[src/rtl/vram_arbiter_if.sv]
// rtl/vram_arbiter_if.sv - bus bundle between scanner, CPU port, RAM macro and the VRAM arbiter
//
// Groups the scanner port (video_*), the CPU port (cpu_*) and the RAM macro port (mem_*).
// The slave modport is the arbiter's view. The master modport is the view of the
// surrounding system: scanner, CPU and RAM.
interface vram_arbiter_if #(
    parameter int AW = 16,
    parameter int DW = 8
);
    logic          video_req;
    logic [AW-1:0] video_a;
    logic [DW-1:0] video_q;
    logic          video_miss;

    logic          cpu_req;
    logic          cpu_we;
    logic [AW-1:0] cpu_a;
    logic [DW-1:0] cpu_d;
    logic [DW-1:0] cpu_q;
    logic          cpu_ready;

    logic [AW-1:0] mem_a;
    logic [DW-1:0] mem_d;
    logic          mem_we;
    logic [DW-1:0] mem_q;

    modport slave (
        input  video_req, video_a, cpu_req, cpu_we, cpu_a, cpu_d, mem_q,
        output video_q, video_miss, cpu_q, cpu_ready, mem_a, mem_d, mem_we
    );

    modport master (
        output video_req, video_a, cpu_req, cpu_we, cpu_a, cpu_d, mem_q,
        input  video_q, video_miss, cpu_q, cpu_ready, mem_a, mem_d, mem_we
    );
endinterface

[src/rtl/vram_arbiter.sv]
// rtl/vram_arbiter.sv - single-port VRAM arbiter: scanner priority, CPU on free cycles with bounded-wait override
//
// Ports:
//   clock         system clock, all state on rising edge
//   reset_n       asynchronous active-low reset
//   bus.video_*   scanner address/request in, read data (mem_q passthrough) and miss pulse out
//   bus.cpu_*     CPU request/we/address/data in, registered read data and ready pulse out
//   bus.mem_*     RAM macro address/write data/write enable out, read data in
module vram_arbiter #(
    parameter int AW       = 16,
    parameter int DW       = 8,
    parameter int MAX_WAIT = 8
) (
    input  logic           clock,
    input  logic           reset_n,
    vram_arbiter_if.slave  bus
);
    typedef enum logic [1:0] {
        IDLE = 2'd0,
        DATA = 2'd1,
        ACK  = 2'd2
    } state_t;

    localparam logic [7:0] MAX_WAIT_C = 8'(MAX_WAIT);

    state_t        state_q, state_d;
    logic [7:0]    wait_cnt_q, wait_cnt_d;
    logic          cpu_ready_q, cpu_ready_d;
    logic [DW-1:0] cpu_q_q, cpu_q_d;
    logic          video_miss_q, video_miss_d;
    logic          we_q, we_d;
    logic          grant;
    logic [AW-1:0] mem_a_w;

    // reset_n gates the grant so that the RAM sees no write and the scanner address
    // while reset is held, even if the CPU is requesting.
    assign grant = reset_n && (state_q == IDLE) && bus.cpu_req &&
                   (!bus.video_req || (wait_cnt_q == MAX_WAIT_C));

    assign mem_a_w        = grant ? bus.cpu_a : bus.video_a;
    assign bus.mem_a      = mem_a_w;
    assign bus.mem_d      = bus.cpu_d;
    assign bus.mem_we     = grant && bus.cpu_we;
    assign bus.video_q    = bus.mem_q;
    assign bus.video_miss = video_miss_q;
    assign bus.cpu_q      = cpu_q_q;
    assign bus.cpu_ready  = cpu_ready_q;

    always_comb begin
        state_d      = state_q;
        wait_cnt_d   = wait_cnt_q;
        cpu_ready_d  = 1'b0;
        cpu_q_d      = cpu_q_q;
        video_miss_d = 1'b0;
        we_d         = we_q;
        case (state_q)
            IDLE: begin
                if (grant) begin
                    state_d      = DATA;
                    wait_cnt_d   = 8'd0;
                    we_d         = bus.cpu_we;
                    // A grant taken over an active video slot steals that slot.
                    video_miss_d = bus.video_req;
                end else if (!bus.cpu_req) begin
                    wait_cnt_d = 8'd0;
                end else if (bus.video_req && (wait_cnt_q != MAX_WAIT_C)) begin
                    wait_cnt_d = wait_cnt_q + 8'd1;
                end
            end
            DATA: begin
                state_d     = ACK;
                cpu_ready_d = 1'b1;
                // mem_q now holds the data for the address presented in the grant cycle.
                if (!we_q) begin
                    cpu_q_d = bus.mem_q;
                end
            end
            ACK: begin
                state_d = IDLE;
            end
            default: begin
                state_d = IDLE;
            end
        endcase
    end

    always_ff @(posedge clock or negedge reset_n) begin
        if (!reset_n) begin
            state_q      <= IDLE;
            wait_cnt_q   <= 8'd0;
            cpu_ready_q  <= 1'b0;
            cpu_q_q      <= '0;
            video_miss_q <= 1'b0;
            we_q         <= 1'b0;
        end else begin
            state_q      <= state_d;
            wait_cnt_q   <= wait_cnt_d;
            cpu_ready_q  <= cpu_ready_d;
            cpu_q_q      <= cpu_q_d;
            video_miss_q <= video_miss_d;
            we_q         <= we_d;
        end
    end
endmodule

[src/flat_wrapper.sv]
// flat-port wrapper written by rule: the top's interface ports become plain ports
module vram_arbiter_flat 
#(
    parameter int AW       = 16,
    parameter int DW       = 8,
    parameter int MAX_WAIT = 8
)
  (clock, reset_n, bus_video_req, bus_video_a, bus_cpu_req, bus_cpu_we, bus_cpu_a, bus_cpu_d, bus_mem_q, bus_video_q, bus_video_miss, bus_cpu_q, bus_cpu_ready, bus_mem_a, bus_mem_d, bus_mem_we);
  vram_arbiter_if #(.AW(AW), .DW(DW)) bus_i ();
  input  logic clock;
  input  logic reset_n;
  input wire logic [$bits(bus_i.video_req)-1:0] bus_video_req;
  input wire logic [$bits(bus_i.video_a)-1:0] bus_video_a;
  input wire logic [$bits(bus_i.cpu_req)-1:0] bus_cpu_req;
  input wire logic [$bits(bus_i.cpu_we)-1:0] bus_cpu_we;
  input wire logic [$bits(bus_i.cpu_a)-1:0] bus_cpu_a;
  input wire logic [$bits(bus_i.cpu_d)-1:0] bus_cpu_d;
  input wire logic [$bits(bus_i.mem_q)-1:0] bus_mem_q;
  output wire logic [$bits(bus_i.video_q)-1:0] bus_video_q;
  output wire logic [$bits(bus_i.video_miss)-1:0] bus_video_miss;
  output wire logic [$bits(bus_i.cpu_q)-1:0] bus_cpu_q;
  output wire logic [$bits(bus_i.cpu_ready)-1:0] bus_cpu_ready;
  output wire logic [$bits(bus_i.mem_a)-1:0] bus_mem_a;
  output wire logic [$bits(bus_i.mem_d)-1:0] bus_mem_d;
  output wire logic [$bits(bus_i.mem_we)-1:0] bus_mem_we;
  assign bus_i.video_req = bus_video_req;
  assign bus_i.video_a = bus_video_a;
  assign bus_i.cpu_req = bus_cpu_req;
  assign bus_i.cpu_we = bus_cpu_we;
  assign bus_i.cpu_a = bus_cpu_a;
  assign bus_i.cpu_d = bus_cpu_d;
  assign bus_i.mem_q = bus_mem_q;
  assign bus_video_q = bus_i.video_q;
  assign bus_video_miss = bus_i.video_miss;
  assign bus_cpu_q = bus_i.cpu_q;
  assign bus_cpu_ready = bus_i.cpu_ready;
  assign bus_mem_a = bus_i.mem_a;
  assign bus_mem_d = bus_i.mem_d;
  assign bus_mem_we = bus_i.mem_we;
  vram_arbiter #(.AW(AW), .DW(DW), .MAX_WAIT(MAX_WAIT)) u_core (.clock(clock), .reset_n(reset_n), .bus(bus_i));
endmodule
[config.mk]
export PLATFORM = sky130hd
export DESIGN_NAME = vram_arbiter_flat
export DESIGN_NICKNAME = d
export VERILOG_FILES = /design/src/rtl/vram_arbiter_if.sv /design/src/rtl/vram_arbiter.sv /design/src/flat_wrapper.sv
export SDC_FILE = /design/constraint.sdc
export NUM_CORES = 1
export LEC_CHECK = 0
export ABC_AREA = 1
export CAP_MARGIN = 10
export CORE_AREA = 5 5 71 73
export DETAILED_ROUTE_END_ITERATION = 12
export DIE_AREA = 0 0 76 78
export GPL_TIMING_DRIVEN = 0
export HOLD_SLACK_MARGIN = 0.12
export PLACE_DENSITY = 0.77
export SLEW_MARGIN = 20
export SYNTH_ARGS = -nofsm -noshare
export SYNTH_HDL_FRONTEND = slang
export SYNTH_SLANG_ARGS = --single-unit
[constraint.sdc]
create_clock -name clock -period 1.9 [get_ports clock]
set_input_delay 0.285 -clock clock [delete_from_list [all_inputs] [get_ports clock]]
set_output_delay 0.285 -clock clock [all_outputs]
set_load 0.02 [all_outputs]
Word-level counts from Yosys, hierarchy flattened
Cells that the tools add are included.
{"block": "word_totals", "word_cells": 33, "out_inout_bits": 43, "ff_bits": 21, "input_bits": 53}
{"block": "op_classes", "n_mux": 9, "bitwise": 1, "n_eq_ne": 5, "reduce_logical": 11, "n_addsub": 1}
{"cell": "$mux W8", "n": 3}
{"cell": "$mux W16", "n": 1}
{"cell": "$add A8 B1 Y8 const B", "n": 1}
{"cell": "$eq A8 B4 Y1 const B", "n": 1}
{"cell": "$ne A8 B4 Y1 const B", "n": 1}
{"cell": "$reduce_and A2 Y1", "n": 3}
{"cell": "$logic_and A1 B1 Y1", "n": 5}
{"cell": "$pmux W2 S2", "n": 1}
{"cell": "$mux W1", "n": 3}
{"cell": "$ne A3 B1 Y1 const B", "n": 1}
{"cell": "$eq A2 B1 Y1 const B", "n": 1}
{"cell": "$logic_not A2 Y1", "n": 1}
{"cell": "$mux W2", "n": 1}
{"cell": "$ne A2 B1 Y1 const B", "n": 1}
{"cell": "$logic_not A1 Y1", "n": 1}
{"cell": "$logic_or A1 B1 Y1", "n": 1}
{"cell": "$not A1 Y1", "n": 1}

Depth between registers and ports, before layout
Gate-level depths: netlist of run 1.
{"block": "depth", "ltp_word": 6, "mapped_depth": 10, "mapped_depth_nobuf": 9}

Worst setup path after synthesis of run 1
OpenSTA, ideal clock, no wires.
{"block": "synth_path", "kind": "register -> output", "startpoint": "register u_core.wait_cnt_q[0]", "endpoint": "output port bus_mem_we", "stages_incl_launch_ff": 8, "required_time_ns": 1.615, "slack_ns": 0.126, "t_arrival_ns": 1.489, "n_path_buf": 1, "cell_sequence": "dfrtp_1 -> inv_1 -> ha_1 -> nand3_4 -> o21ai_4 -> nand2_4 -> buf_6 -> nor2_1"}
{"block": "synth_between", "elab_chain_cells": 4}
{"element": "start, declared", "line": "vram_arbiter.sv:27", "text": "logic [7:0] wait_cnt_q, wait_cnt_d;"}
{"element": "start signal, assigned", "line": "vram_arbiter.sv:97", "text": "wait_cnt_q <= wait_cnt_d;"}
{"element": "$eq A8 B4 Y1", "line": "vram_arbiter.sv:38", "text": "(!bus.video_req || (wait_cnt_q == MAX_WAIT_C));"}
{"element": "$logic_or A1 B1 Y1", "line": "vram_arbiter.sv:38"}
{"element": "$logic_and A1 B1 Y1", "line": "vram_arbiter.sv:37", "text": "assign grant = reset_n && (state_q == IDLE) && bus.cpu_req &&"}
{"element": "$logic_and A1 B1 Y1", "line": "vram_arbiter.sv:43", "text": "assign bus.mem_we = grant && bus.cpu_we;"}
{"element": "end, declared", "line": "flat_wrapper.sv:25", "text": "output wire logic [$bits(bus_i.mem_we)-1:0] bus_mem_we;"}
No other way between the ends.

Worst setup path in the final report of run 1
{"block": "layout_path", "startpoint": "register u_core.wait_cnt_q[0]", "endpoint": "output port bus_mem_a[6]"}
{"block": "layout_between", "elab_chain_cells": 4}
{"element": "$eq A8 B4 Y1", "line": "vram_arbiter.sv:38"}
{"element": "$logic_or A1 B1 Y1", "line": "vram_arbiter.sv:38"}
{"element": "$logic_and A1 B1 Y1", "line": "vram_arbiter.sv:37"}
{"element": "$mux W16", "line": "vram_arbiter.sv:40", "text": "assign mem_a_w = grant ? bus.cpu_a : bus.video_a;"}
{"element": "end, declared", "line": "flat_wrapper.sv:23", "text": "output wire logic [$bits(bus_i.mem_a)-1:0] bus_mem_a;"}
No other way between the ends.

==> results.cfg, run 1 <==
[critical_path]
rr_endpoint = u_core.wait_cnt_q[5]
cp-start-kind = register
worst_ep_required_time_ns = 1.62
end_kind = primary output
endpoint = bus_mem_a[6]
r2r_slack_ns = 0.26
cp_max_fo = 5
rr_startpoint = u_core.wait_cnt_q[0]
path_class = register to primary output
ff2ff_path_depth = 12
cp_data_arrival_time_ns = 1.75
crit_start = u_core.wait_cnt_q[0]

[synthesis]
syn_avg_cell_area_um2 = 7.72
synth-xor-area-share = 0
async_reset_ff_frac = 1.00
syn-instance-count = 192
synthFlopType = dfrtp_1
synth_fp_nets = 247
yosysUniqueCellTypes = 25
synth_warnings = 0
synth_compound_area_frac = 0.0557
synth.mux.area_fraction = 0.0608
yosys.area.top_type_share = 0.354
synth_enable_flop_cells = 0
yosysTopAreaCell = dfrtp_1
yosysSeqAreaShare = 0.354
syn-cell-area_um2 = 1480
synthAdderAreaFrac = 0.0169
synthTopCellsByArea = dfrtp_1, nand2_1, buf_4
synth_simple_gate_area_frac = 0.357
synth_top_family_by_area = simple AND/OR/NAND/NOR gates
synth-seq-cells = 21

[clock_network]
cts.path.max_buffers = 2
clock-root-buffer = clkbuf_8
tritoncts = built
htreeDepth = 1
clkTransAtPathRegs_ns = 0.08
cts_made_buffers = 3
clkLatencyLatePin_ns = 0.26
cts.sinks = 21

[floorplan]
die_h_um = 78
die_width_um = 76
dieArea_um2 = 5930
boundaryPins = 96
initial_utilization = 0.345
coreArea_um2 = 4290
rows = 24

[run]
maxCapViolations = 0

[sta]
worstMarginPinSlew_ns = 0.464
setup_tns_ns = -2.10
period_needed_ns = 2.04
slew_viol_final = 0
slew_headroom = 0.691
setup_viol = 17
fin_skew_ns = 0.00787
rsz0062_at_grt = true
fin_ws_ns = -0.140
final.period_utilization = 1.07
whs_ns = 0.156
hold_viol = 0
max_freq_ghz = 0.490

[power_and_ir_drop]
pwr-share-comb = 0.446
switching_share = 0.313
p_int_mw = 1.02
power_density_nw_per_um2 = 550
power_leakage_nw = 1.31
p_sw_mw = 0.465
p_seq_frac = 0.362
ir_drop_mv = 0.271
pwr-share-clk = 0.193

[layout]
layout-drive-gt1-share = 0.382
synthToLayoutAreaGrowth_pct = 82.3
final_common_cell = clkdlybuf4s50_1
ff_latch_area_um2 = 527
multi_input_area_um2 = 795
fin_nets = 360
final_cell_mix = clkdlybuf4s50_1, nand2_1, buf_4
final_core_util = 0.629
fillers = 367
stdcell_area_um2 = 2700
insertedDiodeCount = 0

[detailed_routing]
drt_first_pass_iters = 4
drt_iter0_markers = 69
routed_wirelength_um = 4550
wl_per_cell_um = 12.8
final_antenna_net_count = 0
routed_via_density = 4.42
drc = 0
num_vias = 1573

[global_route]
grt_pass1_wl_um = 7460
grt_max_degree = 22
grt_antenna_before_repair = 0
grt.total_usage = 0.150
grt_pass1_vias = 1584
grt-ovfl-total = 0

[placed_design]
gp_congestion = 0.838
placed_cell_area_um2 = 2410
post-dp-hpwl_um = 3390
port_buffers = 86

[worst_hold_path]
hold_class = primary input to asynchronous set/reset pin

[status]
status = finished, violations left
violations = negative setup slack
==> through the flow <==
stage          setup WS (ns)  power (mW)  std cells
3_5_place_dp           -1.18        1.15        330
2_1_floorplan          0.126       0.835        192
3_3_place_gp           -1.16        1.14        330
4_1_cts              -0.0887        1.49        351
6_report              -0.140        1.49        356
5_1_grt               -0.212        1.57        356
==> synthesized netlist by cell type (2+ instances only) <==
master and n:
buf_4 16, nor2_4 4, inv_1 15, ha_1 2
nand2_4 2, o21ai_2 2, nor2_2 3, nand2_1 80
nand3_4 2, nand3_1 7, buf_6 4, mux2_2 7
nand4_1 2, dfrtp_1 21, nor2_1 8, o21ai_0 2
a21oi_1 4, nand2_2 4
==> kinds of logic after synthesis <==
family	after synthesis
buf+inv	37
simple gates	113
fa+ha+maj	2
flops	21
mux	8
compound gates	11
==> layer usage <==
metal  part of all wire  track usage  up-vias  routed length (um)
li1                   -            -      809                   -
met1               0.40        0.187      696                1810
met2               0.52        0.256       56                2360
met3              0.058       0.0336       12                 265
met4              0.025       0.0498        0                 114
met5                  0            0        -                   0
==> worst min-delay path by stage <==
stage | start | endpoint | slack, ns | cells after the start
2_1_floorplan | reset_n | u_core.bus.cpu_q[0] | -0.01 | 0
3_3_place_gp | u_core.we_q | u_core.we_q | 0.47 | 2
3_5_place_dp | u_core.we_q | u_core.we_q | 0.48 | 2
4_1_cts | bus_cpu_req | u_core.wait_cnt_q[1] | 0.38 | 3
5_1_grt | reset_n | u_core.bus.cpu_q[7] | 0.21 | 2
6_report | reset_n | u_core.bus.cpu_q[7] | 0.16 | 2
==> power by group through the flow <==
stage	registers (mW)	logic (mW)	clock network (mW)
detailed placement	0.549	0.604	0
global placement	0.545	0.597	0
global route	0.545	0.710	0.318
CTS	0.537	0.652	0.301
finish	0.538	0.663	0.286
floorplan	0.609	0.227	0
==> state kept, by name (all words and copies together), names as in the netlist <==
| name | count |
|---|---|
| u_core.state_q | 2 |
| u_core.bus.video_miss | 1 |
| u_core.bus.cpu_ready | 1 |
| u_core.we_q | 1 |
| u_core.bus.cpu_q | 8 |
| u_core.wait_cnt_q | 8 |
==> area by class of cell <==
type | instances | area share
sequential | 21 | 0.195
clock buffer | 4 | 0.0167
inverter | 16 | 0.0222
tap | 52 | 0.0241
buffer | 21 | 0.0630
multi-input combinational | 134 | 0.294
timing repair buffer | 108 | 0.385
==> what timing repair did <==
action / in CTS / in global routing
endpoints found under the setup margin: 27 / 17
gates resized for setup: 120 / 17
pin swaps: 10 / 7
buffers inserted: 14 / 4
cloned: 2 / 1
hold endpoints to repair: 21 / 0
hold buffers: 1 / 0
==> worst max-delay path, stage by stage, from the launching register on <==
cell	delay, ns
dfrtp_1	0.40
inv_2	0.09
ha_4	0.14
nand3_4	0.07
buf_4	0.16
o21ai_4	0.15
nand2_4	0.08
buf_2	0.16
nand2_1	0.06
nand2_1	0.06
buf_6	0.13
Power figures use the tool's default switching activity.
==> run 2, diff against run 1 <==
- SETUP_SLACK_MARGIN: unset -> 0.05
==> results of run 2 <==
Same layout as run 1: the final DEF is identical, and so are final timing and power.
Main changes from that run: number of gates resized after CTS 120 -> 121
==> run 3, diff against run 2 <==
- CORE_AREA: 5 5 71 73 -> 5 5 55 93
- DIE_AREA: 0 0 76 78 -> 0 0 60 98
- PLACE_DENSITY: 0.77 -> 0.78
==> run 3 against run 2 <==
The flow still finishes with violations (negative setup slack). Fmax is 1.0% higher. Combinational power down 1%. Cell count decreased by 2.5%. First-iteration DRC count down 68%. Non-clock buffer count down 8. Highest routed layer unchanged.
==> results.cfg, run 3 (synthesized netlist as in run 1, its figures left out) <==
[sta]
slew_viol_final = 0
hold_viol = 0
max_freq_ghz = 0.495
final.period_utilization = 1.06
setup_viol = 16
rsz0062_at_grt = true
fin_ws_ns = -0.120
setup_tns_ns = -1.55
worstMarginPinSlew_ns = 0.490
period_needed_ns = 2.02
slew_headroom = 0.674
fin_skew_ns = 0.00336

[run]
maxCapViolations = 0

[power_and_ir_drop]
pwr-share-comb = 0.440
power_density_nw_per_um2 = 558
ir_drop_mv = 0.347
p_sw_mw = 0.475
pwr-share-clk = 0.199
p_seq_frac = 0.360
power_mw = 1.49
power_leakage_nw = 1.28
p_int_mw = 1.01
switching_share = 0.319

[detailed_routing]
drt_iter0_markers = 22
drt_first_pass_iters = 4
routed_wirelength_um = 4130
wl_per_cell_um = 11.9
routed_via_density = 4.52
drc = 0
num_vias = 1568
final_antenna_net_count = 0

[floorplan]
dieArea_um2 = 5880
boundaryPins = 96
coreArea_um2 = 4320
die_h_um = 98
initial_utilization = 0.343
die_width_um = 60
rows = 32

[worst_hold_path]
hold_class = primary input to asynchronous set/reset pin

[critical_path]
cp_max_fo = 5
rr_startpoint = u_core.wait_cnt_q[1]
cp-start-kind = register
rr_endpoint = u_core.wait_cnt_q[5]
worst_ep_required_time_ns = 1.62
path_cells = inv_2, ha_4, nand3_4, nor2_4, nor2_4, nor2_4, buf_6, nand2_2, nand2_2, buf_6
path_class = register to primary output
cp_common_cell = nor2_4
slowest_stage = dfrtp_1
crit_start = u_core.wait_cnt_q[1]
slowest_delay_ns = 0.41
endpoint = bus_mem_a[4]
cp_data_arrival_time_ns = 1.73
ff2ff_path_depth = 12
r2r_slack_ns = 0.25
end_kind = primary output

[global_route]
grt.total_usage = 0.141
grt_max_degree = 22
grt_antenna_before_repair = 0
grt_pass1_vias = 1492
grt_pass1_wl_um = 6380
grt-ovfl-total = 0

[layout]
synthToLayoutAreaGrowth_pct = 79.9
fin_nets = 352
layout-drive-gt1-share = 0.389
multi_input_area_um2 = 815
insertedDiodeCount = 0
ff_latch_area_um2 = 526
final_cell_mix = clkdlybuf4s50_1, nand2_1, nand2_2
stdcell_area_um2 = 2670
final_common_cell = clkdlybuf4s50_1
fillers = 380

[clock_network]
tritoncts = built
cts_made_buffers = 3
cts.path.max_buffers = 2
clkTransAtPathRegs_ns = 0.08
clkLatencyLatePin_ns = 0.26
cts.sinks = 21
clock-root-buffer = clkbuf_8
htreeDepth = 1

[status]
violations = negative setup slack
status = finished, violations left

[placed_design]
post-dp-hpwl_um = 3200
place_ws_ns = -1.24
gp_congestion = 0.815
port_buffers = 86
placed_cell_area_um2 = 2410
==> run 3: cell type report <==
| class | instances | area share |
|---|---|---|
| Multi-Input combinational cell | 134 | 0.305 |
| Timing Repair Buffer | 100 | 0.370 |
| Tap cell | 51 | 0.0239 |
| Buffer | 21 | 0.0638 |
| Clock inverter | 1 | 0.00188 |
| Sequential cell | 21 | 0.197 |
| Clock buffer | 3 | 0.0155 |
| Inverter | 16 | 0.0225 |
==> run 3: worst min-delay path by stage <==
| stage | from | endpoint | slack, ns | depth (start not counted) |
|---|---|---|---|---|
| floorplan | reset_n | u_core.bus.cpu_q[0] | -0.01 | 0 |
| global placement | u_core.we_q | u_core.we_q | 0.47 | 2 |
| detailed placement | u_core.we_q | u_core.we_q | 0.47 | 2 |
| CTS | bus_cpu_req | u_core.wait_cnt_q[0] | 0.37 | 3 |
| global route | reset_n | u_core.wait_cnt_q[5] | 0.21 | 2 |
| finish | reset_n | u_core.wait_cnt_q[5] | 0.16 | 2 |
==> run 3: what timing repair did <==
action / CTS / global route
cloned: 2 / 0
gates resized for setup: 133 / 11
hold buffers: 1 / 0
endpoints found under the hold margin: 21 / 0
pin swaps: 16 / 11
endpoints found under the setup margin: 28 / 17
buffers inserted: 11 / 0
==> run 3: critical path: cells and delay by family (launching register included) <==
kind                       cells  cell delay, ns
adders and majority gates      1            0.14
and+or+nand+nor                6            0.56
DFF                            1            0.41
buffers and inverters          3            0.37
==> run 3: per-layer routing <==
| layer | up-vias | GRT usage | wire length, um |
|---|---|---|---|
| met2 | 88 | 0.258 | 2240 |
| met5 | - | 0 | 0 |
| met4 | 0 | 0.0614 | 101 |
| met3 | 8 | 0.0542 | 559 |
| met1 | 685 | 0.129 | 1230 |
| li1 | 787 | - | - |
==> run 3: power by group through the flow <==
| stage | combinational [mW] | sequential (mW) | clock, mW |
|---|---|---|---|
| 2_1_floorplan | 0.227 | 0.609 | 0 |
| 3_3_place_gp | 0.595 | 0.545 | 0 |
| 3_5_place_dp | 0.603 | 0.549 | 0 |
| 4_1_cts | 0.656 | 0.537 | 0.305 |
| 5_1_grt | 0.698 | 0.543 | 0.319 |
| 6_report | 0.655 | 0.537 | 0.296 |
==> run 3: through the flow <==
| stage | util | cells | hold slack (ns) |
|---|---|---|---|
| 2_1_floorplan | - | 192 | -0.0106 |
| 3_3_place_gp | 0.557 | 329 | 0.472 |
| 3_5_place_dp | 0.557 | 329 | 0.473 |
| 4_1_cts | 0.611 | 347 | 0.365 |
| 5_1_grt | 0.617 | 347 | 0.213 |
| 6_report | 0.617 | 347 | 0.159 |
